`src/rtl/cbus_rr_arbiter_pkg.sv`:
```
// CBus typedefs shared by the host-side converters and the arbiter.
// Also carries the arbitration policy enum and owner-width helper.
package cbus_rr_arbiter_pkg;

    typedef struct packed {
        logic        valid;
        logic        is_write;
        logic [2:0]  size;
        logic [31:0] addr;
        logic [3:0]  strobe;
        logic [31:0] data;
        logic [3:0]  len;
    } cbus_req_t;

    typedef struct packed {
        logic        ready;
        logic        last;
        logic [31:0] data;
    } cbus_resp_t;

    typedef enum logic {
        ARB_FIXED,
        ARB_RR
    } arb_mode_t;

    typedef enum logic {
        ST_IDLE,
        ST_BUSY
    } arb_state_t;

    localparam int ARB_MAX_PORTS = 8;

    // Owner index width; a single port still gets a 1-bit index.
    function automatic int own_w(input int n);
        return (n <= 1) ? 1 : $clog2(n);
    endfunction

endpackage

```
`src/rtl/cbus_rr_arbiter_if.sv`:
```
// Host-side and downstream CBus bundle seen by the arbiter.
// slave: arbiter view; master: hosts plus downstream memory view.
interface cbus_rr_arbiter_if
    import cbus_rr_arbiter_pkg::*;
#(
    parameter int N_PORTS = 2
) ();

    cbus_req_t  [N_PORTS-1:0] ireqs;
    cbus_resp_t [N_PORTS-1:0] iresps;
    cbus_req_t                oreq;
    cbus_resp_t               oresp;

    modport slave (
        input  ireqs,
        output iresps,
        output oreq,
        input  oresp
    );

    modport master (
        output ireqs,
        input  iresps,
        input  oreq,
        output oresp
    );

endinterface

```
`src/rtl/cbus_rr_arbiter_rr_pick.sv`:
```
// Combinational priority picker: first set request at or after start,
// wrapping modulo N. A start of zero gives plain fixed priority.
module rr_pick
    import cbus_rr_arbiter_pkg::*;
#(
    parameter int N = 2,
    parameter int W = own_w(N)
) (
    input  logic [N-1:0] req_i,
    input  logic [W-1:0] start_i,
    output logic         found_o,
    output logic [W-1:0] idx_o
);

    logic [W-1:0] pos;

    // Walk the N positions from start, keep the first requester.
    always_comb begin
        found_o = 1'b0;
        idx_o   = '0;
        pos     = '0;
        for (int k = 0; k < N; k++) begin
            pos = W'((int'(start_i) + k) % N);
            if (!found_o && req_i[pos]) begin
                found_o = 1'b1;
                idx_o   = pos;
            end
        end
    end

endmodule

```
`src/rtl/cbus_rr_arbiter.sv`:
```
// N-host CBus arbiter, fixed-priority or round-robin policy.
// Grant is held from selection until the downstream last beat.
module cbus_rr_arbiter
    import cbus_rr_arbiter_pkg::*;
#(
    parameter int        N_PORTS = 2,
    parameter arb_mode_t MODE    = ARB_FIXED,
    localparam int       OWN_W   = own_w(N_PORTS)
) (
    input  logic             clk,
    input  logic             reset,
    cbus_rr_arbiter_if.slave bus,
    output logic             busy,
    output logic [OWN_W-1:0] owner
);

    arb_state_t       state_q, state_d;
    logic [OWN_W-1:0] owner_q, owner_d;
    logic [OWN_W-1:0] rr_ptr_q, rr_ptr_d;
    logic [OWN_W-1:0] start;
    logic [OWN_W-1:0] win;
    logic [OWN_W-1:0] next_ptr;
    logic [N_PORTS-1:0] req_vld;
    logic             found;
    logic             last_beat;

    for (genvar g = 0; g < N_PORTS; g++) begin : g_vld
        assign req_vld[g] = bus.ireqs[g].valid;
    end

    assign start     = (MODE == ARB_RR) ? rr_ptr_q : '0;
    assign last_beat = bus.oresp.ready && bus.oresp.last;
    assign next_ptr  = (owner_q == OWN_W'(N_PORTS - 1))
                     ? '0 : owner_q + OWN_W'(1);

    rr_pick #(
        .N (N_PORTS),
        .W (OWN_W)
    ) u_pick (
        .req_i   (req_vld),
        .start_i (start),
        .found_o (found),
        .idx_o   (win)
    );

    // State, owner and round-robin pointer registers.
    always_ff @(posedge clk or posedge reset) begin
        if (reset) begin
            state_q  <= ST_IDLE;
            owner_q  <= '0;
            rr_ptr_q <= '0;
        end else begin
            state_q  <= state_d;
            owner_q  <= owner_d;
            rr_ptr_q <= rr_ptr_d;
        end
    end

    // Grant on any request in IDLE; release and advance pointer on last.
    always_comb begin
        state_d  = state_q;
        owner_d  = owner_q;
        rr_ptr_d = rr_ptr_q;
        unique case (state_q)
            ST_IDLE: begin
                if (found) begin
                    state_d = ST_BUSY;
                    owner_d = win;
                end
            end
            ST_BUSY: begin
                if (last_beat) begin
                    state_d = ST_IDLE;
                    if (MODE == ARB_RR) begin
                        rr_ptr_d = next_ptr;
                    end
                end
            end
        endcase
    end

    // Route the owner's request down and the response back to it only.
    always_comb begin
        bus.oreq   = '0;
        bus.iresps = '0;
        if (state_q == ST_BUSY) begin
            bus.oreq            = bus.ireqs[owner_q];
            bus.iresps[owner_q] = bus.oresp;
        end
    end

    assign busy  = (state_q == ST_BUSY);
    assign owner = owner_q;

endmodule

```
`src/flat_wrapper.sv`:
```
// flat-port wrapper written by rule: the top's interface ports become plain ports
module cbus_rr_arbiter_flat import cbus_rr_arbiter_pkg::*;
#(
    parameter int        N_PORTS = 2,
    parameter arb_mode_t MODE    = ARB_FIXED,
    localparam int       OWN_W   = own_w(N_PORTS)
)
  (clk, reset, busy, owner, bus_ireqs, bus_iresps, bus_oreq, bus_oresp);
  cbus_rr_arbiter_if #(.N_PORTS(N_PORTS)) bus_i ();
  input  logic clk;
  input  logic reset;
  output logic busy;
  output logic [OWN_W-1:0] owner;
  input wire logic [$bits(bus_i.ireqs)-1:0] bus_ireqs;
  output wire logic [$bits(bus_i.iresps)-1:0] bus_iresps;
  output wire logic [$bits(bus_i.oreq)-1:0] bus_oreq;
  input wire logic [$bits(bus_i.oresp)-1:0] bus_oresp;
  assign bus_i.ireqs = bus_ireqs;
  assign bus_iresps = bus_i.iresps;
  assign bus_oreq = bus_i.oreq;
  assign bus_i.oresp = bus_oresp;
  cbus_rr_arbiter #(.N_PORTS(N_PORTS), .MODE(MODE)) u_core (.clk(clk), .reset(reset), .bus(bus_i), .busy(busy), .owner(owner));
endmodule
```
`config.mk`:
```
export PLATFORM = sky130hd
export DESIGN_NAME = cbus_rr_arbiter_flat
export DESIGN_NICKNAME = d
export VERILOG_FILES = /design/src/rtl/cbus_rr_arbiter_pkg.sv /design/src/rtl/cbus_rr_arbiter_if.sv /design/src/rtl/cbus_rr_arbiter_rr_pick.sv /design/src/rtl/cbus_rr_arbiter.sv /design/src/flat_wrapper.sv
export SDC_FILE = /design/constraint.sdc
export NUM_CORES = 1
export LEC_CHECK = 0
export ABC_AREA = 1
export CAP_MARGIN = 20
export CORE_AREA = 2 2 132 134
export CTS_CLUSTER_SIZE = 10
export DETAILED_ROUTE_END_ITERATION = 8
export DIE_AREA = 0 0 134 136
export REMOVE_ABC_BUFFERS = 1
export SETUP_SLACK_MARGIN = 0.3
export SLEW_MARGIN = 5
export SYNTH_ARGS = -nofsm -noshare
export SYNTH_HDL_FRONTEND = slang
export SYNTH_HIERARCHICAL = 1
export SYNTH_SLANG_ARGS = --single-unit
export TNS_END_PERCENT = 5
```
`constraint.sdc`:
```
create_clock -name clk -period 2.75 [get_ports clk]
set_input_delay 0.6875 -clock clk [delete_from_list [all_inputs] [get_ports clk]]
set_output_delay 0.6875 -clock clk [all_outputs]
set_load 0.005 [all_outputs]
```
**Yosys cells after proc, flatten, opt, wreduce, memory -nomap -nowiden**

Cells that the tools add are included.

- Order comparisons: 2
- Multiplexer cells: 12
- Bitwise gates (word level): 2
- Reduce and logical (&&, ||, !) cells: 5

Operator list:

| kind | number |
|---|---|
| $mux 77 | 3 |
| $and 68x68->68 | 1 |
| $mux 68 | 1 |
| $demux 34 s1 | 1 |
| $mux 34 | 1 |
| $mux 1 | 5 |
| $logic_and 1x1->1 | 3 |
| $lt 1x2->1 const B | 1 |
| $pmux 1 s2 | 1 |
| $reduce_and 2->1 | 1 |
| $ge 1x1->1 const B | 1 |
| $logic_not 1->1 | 1 |
| $not 1->1 | 1 |

- Bits in registers: 2
- Output and inout port bits: 147

**Depth between registers and ports, before layout**

Gate-level depths: netlist of run 1.

- Depth after elaboration: 6
- Mapped depth: 6

**Modules after synthesis**

The synthesis of run 1 kept the hierarchy.

By module, submodules not included:

| module | instances | cells each | area an instance (um2) | seq. area each (um2) |
|---|---|---|---|---|
| cbus_rr_arbiter | 1 | 389 | 2058.2 | 50.0 |
| rr_pick | 1 | 4 | 18.8 | 0.0 |

**Worst setup path after synthesis of run 1**

Ideal clock, no wire load.

- Path type: reg-to-output
- Start point: register u_core.owner_q (netlist: u_core/owner)
- End point: output bus_oreq[47]
- Arrival time: 965 ps
- Required time: 2062 ps
- Setup slack: 1097 ps
- Stages on the path, launching flop included: 7
- Path buffers: 3
- Cells stage by stage: dfrtp_1 -> buf_6 -> inv_4 -> buf_8 -> buf_12 -> nand3_2 -> nand2_1

- Cells in the longest elaborated chain, start to end: 3

Ends and longest elaborated chain:

| element | RTL line | text |
|---|---|---|
| start: declaration | cbus_rr_arbiter.sv:18 | `logic [OWN_W-1:0] owner_q, owner_d;` |
| start signal: assignment | cbus_rr_arbiter.sv:54 | `owner_q <= owner_d;` |
| $mux 77 (implied by the code) (2 in series) | cbus_rr_arbiter.sv:87 | `bus.oreq = bus.ireqs[owner_q];` |
| $mux 77 | cbus_rr_arbiter.sv:86 | `if (state_q == ST_BUSY) begin` |
| end: declaration | flat_wrapper.sv:16 | `output wire logic [$bits(bus_i.oreq)-1:0] bus_oreq;` |

Every way passes these cells. The select of a mux whose other input is x is not followed.

**Final worst setup path of run 1**

- Start point: input bus_oresp[31]
- End point: output bus_iresps[31]

- Cells in the longest elaborated chain, start to end: 2

Ends and longest elaborated chain:

| element | RTL line | text |
|---|---|---|
| start: declaration | flat_wrapper.sv:17 | `input wire logic [$bits(bus_i.oresp)-1:0] bus_oresp;` |
| $and 68x68->68 (no source line) | - |  |
| $mux 68 | cbus_rr_arbiter.sv:86 |  |
| end: declaration | flat_wrapper.sv:15 | `output wire logic [$bits(bus_i.iresps)-1:0] bus_iresps;` |

Every way passes these cells.

==> results of run 1 <==
[sequential cells by signal, summed over array words and instances, names as in the netlist]
| signal | count |
|---|---|
| u_core/busy | 1 |
| u_core/owner | 1 |
[cells in the final DEF (no fill, tap or decap), types with 2 or more instances in the layout]
master	n
buf_4	10
nand3_1	125
buf_12	4
clkbuf_16	4
inv_1	36
nand2_2	3
nor2_1	67
inv_2	2
dlygate4sd2_1	5
clkdlybuf4s50_1	324
nand3_2	30
dlymetal6s2s_1	7
nand2_1	82
buf_6	3
[what timing repair did]
action / in CTS / in global routing
buffers inserted: 0 / 7
hold buffers: 0 / 0
endpoints found under the hold margin: 0 / 0
pin swaps: 0 / 3
cloned: 0 / 1
endpoints found under the setup margin: 145 / 142
gates resized for setup: 11 / 9
[logic make-up (layout without fill, tap and decap cells)]
family / after synthesis / count (layout) / synth area share [%]
simple gates: 309 / 309 / 72.8
flops: 2 / 2 / 2.41
compound gates: 1 / 1 / 0.241
other cells: 1 / 1 / 0.181
buf+inv: 80 / 398 / 24.4
[how the worst max path moves through the flow]
stage	startpoint	to	slack [ns]	cells after the start
finish	bus_oresp[31]	bus_iresps[31]	0.18	4
global route	bus_oresp[31]	bus_iresps[31]	0.15	4
CTS	u_core/busy	bus_oreq[31]	0.16	4
detailed placement	bus_oresp[27]	bus_iresps[61]	0.10	4
global placement	bus_oresp[27]	bus_iresps[61]	0.08	4
floorplan	u_core/busy	bus_iresps[0]	-2.31	2
[metrics by stage]
step / hold slack, ns / TNS, ns / worst slack [ns] / cells / total power, uW
after floorplan: 0.429 / -263.75 / -2.31 / 352 / 1580
after global placement: 0.827 / 0 / 0.0799 / 925 / 4140
final: 0.623 / 0 / 0.180 / 936 / 4450
after detailed placement: 0.821 / 0 / 0.105 / 925 / 4130
after CTS: 0.624 / 0 / 0.162 / 928 / 4390
after global routing: 0.636 / 0 / 0.149 / 936 / 4810
[area by class of cell]
| cell class | count | area [um^2] |
|---|---|---|
| clock buffer | 3 | 75.1 |
| fill | 1820 | 11200 |
| inverter | 39 | 149 |
| multi-input combinational | 311 | 1530 |
| sequential | 2 | 55.1 |
| tap | 225 | 282 |
| timing repair buffer | 356 | 3620 |
[metal layers]
| metal | up-vias | share of wire [%] | global-route usage (%) |
|---|---|---|---|
| li1 | 1891 | - | - |
| met1 | 1644 | 40 | 15.1 |
| met2 | 207 | 49 | 23.7 |
| met3 | 17 | 10 | 4.18 |
| met4 | 0 | 1.4 | 2.60 |
| met5 | - | 0 | 0 |
[power groups by stage]
stage / clock network [uW] / registers (uW) / logic, uW
2_1_floorplan: 0 / 392 / 1190
3_3_place_gp: 0 / 115 / 4030
3_5_place_dp: 0 / 115 / 4010
4_1_cts: 224 / 117 / 4050
5_1_grt: 230 / 91.3 / 4490
6_report: 220 / 87.3 / 4140
==> reports/qor.csv, run 1 <==
stage,metric,value,unit
run_status,status,finished clean,
critical_path,worst r2r path cells,6,
timing,Tcrit/Tclk final,93.5,%
synth,"Seq/Total Area, Yosys",2.41,%
critical_path,R2R setup slack,1.55,ns
synth,"EDFF count, synth",0,
global_routing,largest net degree at the start of global routing,62,
finish,Final Core Density,33.8,%
finish,Nets,903,
finish,Post-Layout Inst Area,5710,um^2
power,clock network power share,4.9,%
placement,port bufs,336,
global_routing,vias in the first global route,3507,
timing,crit path time final,2.57,ns
timing,fmax,0.389,GHz
critical_path,Crit path buffers/inverters,3,
clock_network,TritonCTS clock tree,yes,
routing,Total Routed Length,13400,um
routing,drt pass-1 iters,7,
critical_path,Reg2Reg Launch Point,u_core/busy,
floorplan,Die Ht,136,um
power,Switch Pwr,1940,uW
critical_path,CP most frequent cell,clkdlybuf4s50_1,
global_routing,first-pass GRT wire length,19200,um
critical_path,CP arrival,1.88,ns
synth,Async SR Flop Fraction,100,%
finish,Antenna Cells,0,
synth,syn_area_per_cell,5.28,um^2
timing,clock skew,0.00149,ns
critical_path,CP max FO,2,
power,Pint,2500,uW
synth,Gate Count Post-Synth,393,
routing,via count,3759,
critical_path,Startpoint Class,input pin,
routing,Iter 0 DRT Violations,156,
critical_path,endpoint class of the critical path,primary output,
global_routing,initial antenna violation count,0,
routing,DR vias/cell,4.02,
timing,# setup viols final,0,
clock_network,Num CTS Buffers,3,
floorplan,die extent in x,134,um
floorplan,Initial Util,12.3,%
power,Pwr per Cell Area,779,nW/um^2
synth,Yosys warning count,6,
synth,largest cells by area after synthesis,"nand3_1 (30%), nand2_1 (15%), nand3_2 (14%)",
synth,Synth top area share,30.1,%
critical_path,CP required,2.06,ns
global_routing,total grt overflow,0,
floorplan,# rows,48,
global_routing,gr usage total,13.1,%
clock_network,Clock Sinks,2,
clock_network,worst-skew pair later-pin latency,0.22,ns
routing,mean routed wirelength per cell,14.3,um
placement,hpwl dp,10300,um
synth,most frequent cells after synthesis,"nand3_1 (125), nand2_1 (83), nor2_1 (68), inv_1 (38), nand3_2 (30)",
synth,Synth cell types,16,
placement,final RePlAce weighted congestion,0.751,
timing,final hold vios,0,
floorplan,die area,18200,um^2
placement,dpl cell area,5520,um^2
power,Sw Share,43.7,%
clock_network,"Reg clk slew, reported paths",0.03,ns
floorplan,core footprint,16900,um^2
clock_network,CTS max path bufs,2,
power,Flop pwr share,2.0,%
floorplan,IO Pins,337,
synth,"Cell Area, Synth",2080,um^2
routing,ANT nets after route,0,
timing,fin. max-slew vios,0,
critical_path,CP top delay family,buffers and inverters,
synth,Synth area leader,nand3_1,
critical_path,Critical Setup Path Class,in -> out,
synth,synthesis-stage register bit count,2,
finish,area delta synth->final,175,%
hold_path,worst min path class,in -> async,
synth,most common cell in the netlist,nand3_1,
critical_path,R2R Path End,u_core/owner,
clock_network,CTS root buffer,clkbuf_16,
power,Comb pwr share,93.1,%
critical_path,Crit-path slowest cell,clkdlybuf4s50_1,
finish,share of cells above drive strength 1,8.72,%
power,Static Leak,0.00263,uW
timing,RSZ-0062 raised after global routing,yes,
critical_path,CP peak stage delay,0.53,ns
routing,DRC errors left,0,
flow_run,Max-Cap Viols,0,
synth,"Primary FF master, synth",dfrtp_1,
clock_network,Max H-tree Level,1,
power,Peak VDD IR,448,uV
critical_path,"Cell Chain, Critical Path",clkdlybuf4s50_1 > inv_1 > nor2_1 > clkdlybuf4s50_1,
No activity file was read; power rests on OpenSTA's default activity.
==> inputs of run 2 (changes only) <==
CORE_AREA = 2 2 129 131   (was 2 2 132 134)
DIE_AREA = 0 0 131 133   (was 0 0 134 136)
DONT_BUFFER_PORTS = 1   (was default)
==> run 2 against run 1 <==
Against the previous run:
- critical path depth decreased by 1
- setup slack gained 0.21 ns
- clock power hardly changed
- routed wire length is 29% lower
- worst hold slack worse by 0.42 ns
- power shrank 49%
- flip-flop and latch count unchanged
- clock skew down 0.0013 ns
- die area fell by 4.4%
- first-iteration DRC count fell by 23%
==> reports/qor.csv, run 2 (synthesis gave the netlist of run 1 again) <==
stage,metric,value,unit
run_status,status,finished clean,
routing,DR vias/cell,4.43,
clock_network,CTS max path bufs,2,
clock_network,CTS root buffer,clkbuf_16,
floorplan,die area,17400,um^2
power,Static Leak,0.00117,uW
floorplan,Die Ht,133,um
global_routing,largest net degree at the start of global routing,81,
power,Peak VDD IR,676,uV
critical_path,CP max FO,34,
clock_network,post-CTS setup buffer count,0,
hold_path,worst min path class,in -> async,
global_routing,vias in the first global route,1933,
timing,clock skew,0.000220,ns
floorplan,Initial Util,12.8,%
routing,top sig layer,met4,
critical_path,CP arrival,1.67,ns
floorplan,# rows,47,
placement,dpl ws,0.659,ns
clock_network,Max H-tree Level,1,
global_routing,initial antenna violation count,0,
placement,final RePlAce weighted congestion,0.785,
timing,crit path time final,2.36,ns
placement,dpl cell area,2100,um^2
floorplan,IO Pins,337,
critical_path,Crit-path slowest cell,dfrtp_4,
finish,share of cells above drive strength 1,12.7,%
routing,Total Routed Length,9500,um
finish,"most common cell after layout, fill and taps aside",nand3_1,
routing,mean routed wirelength per cell,16.3,um
clock_network,Num CTS Buffers,3,
routing,drt pass-1 iters,5,
routing,ANT nets after route,0,
clock_network,# hold bufs at CTS,0,
global_routing,total grt overflow,0,
timing,Rel. slew slack,61.9,%
clock_network,TritonCTS clock tree,yes,
power,Pwr per Cell Area,1040,nW/um^2
critical_path,CP required,2.06,ns
finish,Nets,555,
clock_network,Clock Sinks,2,
clock_network,worst-skew pair later-pin latency,0.22,ns
routing,Iter 0 DRT Violations,120,
timing,Tcrit/Tclk final,85.6,%
timing,RSZ-0062 raised after global routing,no,
finish,Post-Layout Inst Area,2170,um^2
placement,hpwl dp,7840,um
finish,Antenna Cells,0,
global_routing,gr usage total,9.08,%
timing,final hold vios,0,
critical_path,CP peak stage delay,0.67,ns
critical_path,endpoint class of the critical path,primary output,
clock_network,"Reg clk slew, reported paths",0.03,ns
flow_run,Max-Cap Viols,0,
timing,fin. max-slew vios,0,
clock_network,post-cts sizing count,0,
timing,post-route setup slack,0.395,ns
routing,DRC errors left,0,
floorplan,core footprint,16200,um^2
critical_path,Critical Setup Path Class,reg -> out,
routing,met2 routed wirelength,5020,um
routing,via count,2580,
floorplan,die extent in x,131,um
finish,"commonest non-fill, non-tap cells in the layout","nand3_1 (125), nand2_1 (83), nor2_1 (68)",
finish,area delta synth->final,4.58,%
finish,Fill cells,1883,
global_routing,first-pass GRT wire length,11700,um
routing,WL met1,3570,um
critical_path,"Cell Chain, Critical Path",nand2_2 > nor2_1 > buf_4,
timing,fmax,0.425,GHz
timing,# setup viols final,0,
critical_path,Startpoint Class,register,
routing,met3 WL post-DR,846,um
placement,port bufs,0,
timing,Worst Max-Slew Pin Slew,0.570,ns
run 2: changes by cell type in the layout (fill, tap and decap cells not counted), moves of 2 or more:
cell and delta:
inv_2 -2, dlygate4sd2_1 -5, dlymetal6s2s_1 -7, buf_6 -3
clkdlybuf4s50_1 -324, inv_1 +2, buf_4 -5
run 2: layer usage:
layer / vias up / GRT usage [%]
met1: 1155 / 10.1
met5: - / 0
li1: 1196 / -
met2: 225 / 18.7
met3: 4 / 0.445
met4: 0 / 1.36
run 2: stage by stage:
stage	setup TNS [ns]	std cells	utilization [%]	hold WS [ns]	total power, uW
detailed placement	0	580	13.0	0.433	2050
global placement	0	580	13.0	0.433	2010
floorplan	-263.75	352	-	0.429	1580
CTS	0	583	13.4	0.202	2280
global route	0	583	13.4	0.201	2550
finish	0	583	13.4	0.206	2270
run 2: final timing paths:
check                                      to           from  slack [ns]  depth (start not counted)
worst min-delay path              u_core/busy          reset        0.21                          1
worst max-delay path            bus_iresps[5]    u_core/busy        0.39                          3
max in group asynchronous         u_core/busy          reset        2.42                          1
worst max register to register   u_core/owner    u_core/busy        1.38                          5
min in group clk                  u_core/busy  bus_oresp[32]        0.62                          3
worst min register to register   u_core/owner   u_core/owner        0.83                          3
run 2: area by class of cell:
type / instances / area [um^2] / share of cell area, %
multi-input cells: 311 / 1520 / 70.0
well taps: 220 / 275 / 12.7
inverters: 39 / 149 / 6.85
repair buffers: 8 / 97.6 / 4.49
clock buffers: 3 / 75.1 / 3.46
flip-flops and latches: 2 / 55.1 / 2.53
run 2: power by group:
part,leakage [uW],switching [uW],internal [uW]
logic,0.00111,1400,511
clock network,0.0000370,34.3,185
registers,0.0000218,86.7,49.0
total,0.00117,1520,745
run 2: critical path: cells and delay by family, from the launching register on:
family / cells / cell delay (ns)
buffers and inverters: 1 / 0.13
flip-flops: 1 / 0.67
AND/OR/NAND/NOR: 2 / 0.64
